--- src/rtl/fft_pkg.sv ---
// Shared types and elaboration-time helpers for the SDF FFT control path.
// Stage offsets and total latency are counted in pipe_en cycles.
package fft_pkg;

    localparam int LOG2N_DEF = 4;

    typedef enum logic [1:0] {
        IDLE,
        RUN,
        DRAIN
    } state_t;

    // Enables consumed by stages 0..s-1: each stage delays by N>>(k+1) plus its butterfly registers.
    function automatic int stage_off(input int s, input int log2n, input int bf_lat);
        int acc;
        acc = 0;
        for (int k = 0; k < s; k++) begin
            acc += ((1 << log2n) >> (k + 1)) + bf_lat;
        end
        return acc;
    endfunction

    function automatic int pipe_latency(input int log2n, input int bf_lat);
        return stage_off(log2n, log2n, bf_lat);
    endfunction

endpackage

--- src/rtl/en_delay.sv ---
// Enable-gated WIDTH x DELAY shift register; DELAY enables from din to dout.
// No backpressure: it advances only when en is high and holds otherwise.
module en_delay #(
    parameter int WIDTH = 3,
    parameter int DELAY = 19
) (
    input  logic             clk,
    input  logic             clear_n,
    input  logic             en,
    input  logic [WIDTH-1:0] din,
    output logic [WIDTH-1:0] dout
);

    logic [DELAY-1:0][WIDTH-1:0] sr;

    always_ff @(posedge clk or negedge clear_n) begin
        if (!clear_n) begin
            sr <= '0;
        end else if (en) begin
            sr <= {sr[DELAY-2:0], din};
        end
    end

    assign dout = sr[DELAY-1];

endmodule

--- src/rtl/fft_sdf_sequencer.sv ---
// SDF FFT sequencer: input handshake, pipe_en, stage selects and output tags (LATENCY+1 enables).
// in_ready drops only while draining; there is no downstream backpressure.
module fft_sdf_sequencer
    import fft_pkg::*;
#(
    parameter int LOG2N  = LOG2N_DEF,
    parameter int BF_LAT = 1
) (
    input  logic             clk,
    input  logic             clear_n,
    input  logic             in_valid,
    input  logic             in_last,
    input  logic             in_flush,
    output logic             in_ready,
    output logic             pipe_en,
    output logic [LOG2N-1:0] stage_sel,
    output logic             out_valid,
    output logic             out_sof,
    output logic             out_eof,
    output logic             busy,
    output logic             err_frame
);

    localparam int N       = 1 << LOG2N;
    localparam int LATENCY = pipe_latency(LOG2N, BF_LAT);
    localparam int CW      = $clog2(LATENCY + 1);
    localparam logic [LOG2N-1:0] POS_LAST = LOG2N'(N - 1);

    state_t           state;
    logic [LOG2N-1:0] pos;
    logic [CW-1:0]    drain_cnt;
    logic             acc;
    logic [2:0]       tag_in;
    logic [2:0]       tag_out;

    assign in_ready = (state != DRAIN);
    assign busy     = (state != IDLE);
    assign acc      = in_valid & in_ready;
    assign pipe_en  = (state == DRAIN) | in_valid;

    always_ff @(posedge clk or negedge clear_n) begin
        if (!clear_n) begin
            state     <= IDLE;
            pos       <= '0;
            drain_cnt <= '0;
            err_frame <= 1'b0;
        end else begin
            if (pipe_en) begin
                pos <= pos + 1'b1;
            end
            // A short frame resyncs the counter so the next beat starts a fresh frame.
            if (acc & in_last & (pos != POS_LAST)) begin
                err_frame <= 1'b1;
                pos       <= '0;
            end
            case (state)
                IDLE: begin
                    if (acc) begin
                        state <= RUN;
                    end
                end
                RUN: begin
                    if (acc & in_last & in_flush) begin
                        state     <= DRAIN;
                        drain_cnt <= CW'(LATENCY);
                    end
                end
                DRAIN: begin
                    if (drain_cnt == CW'(1)) begin
                        state     <= IDLE;
                        pos       <= '0;
                        drain_cnt <= '0;
                    end else begin
                        drain_cnt <= drain_cnt - 1'b1;
                    end
                end
                default: state <= IDLE;
            endcase
        end
    end

    // Stage s sees the sample stream OFF_s enables late; its mode is the top-down bit s of that phase.
    for (genvar s = 0; s < LOG2N; s++) begin : g_sel
        localparam logic [LOG2N-1:0] OFF_S    = LOG2N'(stage_off(s, LOG2N, BF_LAT) % N);
        localparam logic [LOG2N-1:0] SEL_MASK = LOG2N'(1 << (LOG2N - 1 - s));
        assign stage_sel[s] = |((pos - OFF_S) & SEL_MASK);
    end

    assign tag_in = {acc, acc & (pos == '0), acc & in_last};

    en_delay #(
        .WIDTH(3),
        .DELAY(LATENCY)
    ) u_tag_dly (
        .clk    (clk),
        .clear_n(clear_n),
        .en     (pipe_en),
        .din    (tag_in),
        .dout   (tag_out)
    );

    always_ff @(posedge clk or negedge clear_n) begin
        if (!clear_n) begin
            {out_valid, out_sof, out_eof} <= 3'b000;
        end else if (pipe_en) begin
            {out_valid, out_sof, out_eof} <= tag_out;
        end
    end

endmodule

--- config.mk ---
export PLATFORM = sky130hd
export DESIGN_NAME = fft_sdf_sequencer
export DESIGN_NICKNAME = d
export VERILOG_FILES = /design/src/rtl/fft_pkg.sv /design/src/rtl/en_delay.sv /design/src/rtl/fft_sdf_sequencer.sv
export SDC_FILE = /design/constraint.sdc
export NUM_CORES = 1
export LEC_CHECK = 0
export CORE_ASPECT_RATIO = 1.75
export CORE_MARGIN = 3
export CORE_UTILIZATION = 61
export CTS_BUF_LIST = sky130_fd_sc_hd__clkbuf_4 sky130_fd_sc_hd__clkbuf_8 sky130_fd_sc_hd__clkbuf_16
export CTS_CLUSTER_DIAMETER = 120
export DETAILED_ROUTE_END_ITERATION = 16
export PLACE_DENSITY = 0.81
export SLEW_MARGIN = 20
export SYNTH_ARGS = -nofsm -noshare
export SYNTH_HDL_FRONTEND = slang
export SYNTH_SLANG_ARGS = --single-unit
--- constraint.sdc ---
create_clock -name clk -period 4.65 [get_ports clk]
set_clock_uncertainty 0.15 [all_clocks]
set_input_delay 0.6975 -clock clk [delete_from_list [all_inputs] [get_ports clk]]
set_output_delay 0.6975 -clock clk [all_outputs]
set_load 0.005 [all_outputs]
==> flow_summary.yaml <==
outcome:
  outcome: "finished, final reports clean"
detailed_routing:
  met2RoutedLength_mm: 2.56
  drc: 0
  wl_per_cell_um: 16.1
  wl_met1_mm: 1.80
  routed_wl_mm: 4.55
  final_antenna_net_count: 0
  drt-initial-drc-count: 45
  drt_first_pass_iters: 4
  dr.max_layer_used: "met4"
  avgViaCountPerCell: 5.77
  routed-via-count: 1628
  wl_met3_um: 142
die:
  num_rows: 32
  die_x_um: 58.3
  ios: 16
  core-area_mm2: 0.00452
  dieArea_mm2: 0.00568
  die_y_um: 97.5
  start_util_pct: 64.5
synth:
  async_flop_share_pct: 100
  yosysTopAreaCell: "dfrtp_1"
  synthTopCellsByArea: "dfrtp_1, mux2_2, ha_1, buf_4, o21ai_0"
  synth_most_common_cell: "dfrtp_1"
  synth-xor-area-share_pct: 0.600
  syn_nets: 216
  syn_area_mm2: 0.00292
  syn_inst: 206
  synth_compound_area_share_pct: 4.37
  synth_top_family_by_area: "multiplexers"
  syn-mean-instance-area_um2: 14.2
  synthSimpleGateAreaFrac_pct: 5.87
  seq_area_frac_synth_pct: 61.7
  synth_edf_count: 0
  synth_mux_area_share_pct: 22.0
  ys_ff_latch: 72
  synth_fa_ha_area_share_pct: 2.14
  synth_commonest_cells: "dfrtp_1, mux2_2, nor2_1"
  ys_types: 30
  synth.top_cell.area_share_pct: 61.7
  synth_flop_cell: "dfrtp_1"
  ys_warn_count: 0
clocking:
  path_clk_slew_ps: 70
  cts.sinks: 72
  cts_tree: "built"
  cts_setup_buffers: 0
  clockRootBuffer: "clkbuf_8"
  cts_max_path_buffers: 2
  postCtsHoldBufs: 0
  cts_buffers: 9
  clk_latency_ps: 320
  cts_max_level: 3
  cts_resized: 0
min_path:
  hold_path.class: "in2async"
worst_setup_path:
  endpoint_kind: "output port"
  crit_required_ps: 3800
  cp-start-kind: "input port"
  arrival_ps: 2010
  r2r.worst_path.cells: 5
  r2r_start: "state[1]"
  critPathKind: "in2out"
  reg2reg_to: "u_tag_dly.sr[47]"
  reg2reg_setup_slack_ps: 2540
  critPathMaxFanout: 8
pwr:
  p_leak_nw: 1.39
  report.power.total_mw: 1.89
  intPower_mw: 1.39
  p_clk_share_pct: 24.8
  comb_power_share_pct: 22.6
  pwr-share-seq_pct: 52.6
  p_sw_share_pct: 26.2
  vdd_drop_max_v: 0.000389
  p_sw_uw: 496
  p_per_area_mw_per_mm2: 577
sta:
  timing.fmax_mhz: 351
  setup_viol: 0
  fin_crit_ps: 2850
  setup_tns_ps: 0
  hold_viol: 0
  maxSlewViolCount: 0
  maxSlewHeadroom_pct: 60.7
  rsz0062_at_grt: "false"
  period_share_pct: 61.3
  worstMarginPinSlew_ps: 589
place:
  hpwl_mm: 3.08
  port_buffers: 15
  place_inst: 266
  gp_congestion: 0.715
layout:
  postLayoutCoreUtil_pct: 72.4
  area_growth_pct: 12.2
  final_layout_size_suffix_gt1_share_pct: 36.4
  layout.nets: 236
  antenna_cells: 0
  finalNonFillerCells: 282
global_routing:
  grt-ovfl-total: 0
  grt_antenna_before_repair: 0
  grt_use_total_pct: 18.3
  grt_pass1_wl_mm: 7.91
  grt_pass1_vias: 1763
  grt_max_degree: 50
flow_run:
  max-cap-violations: 0
power by group through the flow:
stage	clock network [mW]	logic, mW	registers [mW]
finish	0.469	0.428	0.994
global route	0.504	0.480	1.02
CTS	0.479	0.437	0.997
detailed placement	0	0.434	1.01
global placement	0	0.401	0.983
floorplan	0	0.309	0.960
cell type report:
cell class	count	area, um2
clock buffer	12	146
timing repair buffer	18	170
tap	51	63.8
sequential	72	1800
inverter	7	26.3
multi-input combinational	118	1020
fill	308	1250
clock inverter	4	45.0
cells in the final DEF (no fill, tap or decap), drive strengths merged, types with 2 or more instances in the layout:
| cell | count |
|---|---|
| or3 | 2 |
| o21ai | 7 |
| nand2 | 7 |
| a31oi | 2 |
| o32ai | 2 |
| clkbuf | 12 |
| dfrtp | 72 |
| inv | 7 |
| clkdlybuf4s50 | 14 |
| a21oi | 6 |
| nor2 | 11 |
| ha | 5 |
| nor3 | 3 |
| nand3 | 3 |
| nand2b | 2 |
| buf | 4 |
| mux2 | 57 |
| clkinv | 3 |
critical path, cell delays in order:
cell	delay, ps
clkdlybuf4s50_1	650
nor2_2	90
inv_2	70
clkdlybuf4s50_1	490
through the flow:
stage	area, um2	hold slack (ps)	setup slack (ps)
after floorplan	2920	252	2540
after global placement	3080	304	1830
after detailed placement	3080	301	1810
after CTS	3270	327	1800
after global routing	3270	263	1720
final	3270	222	1800
registers in the layout, summed over array words and instances, names as in the netlist:
signal	count
u_tag_dly.sr	54
drain_cnt	5
pos	4
u_tag_dly.dout	3
state	2
err_frame	1
out_eof	1
out_sof	1
out_valid	1
metal layers:
layer  global-route usage, %  vias up
met5                       0        -
met4                    8.04        0
met3                    4.52        4
met2                    31.2       33
met1                    21.0      825
li1                        -      766
cell families after synthesis:
kind of cell,count (synthesis)
muxes,57
adders and majority gates,5
buffers and inverters,16
DFF,72
and+or+nand+nor,33
xor gates and xnor gates,2
AOI/OAI and AO/OA,21
worst max path at each step:
stage,from,end,depth (start not counted)
final,in_valid,pipe_en,4
after global routing,in_valid,pipe_en,4
after CTS,in_valid,pipe_en,4
after detailed placement,in_valid,pipe_en,4
after global placement,in_valid,pipe_en,4
after floorplan,in_valid,pipe_en,4
No activity file was read; power rests on OpenSTA's default activity.
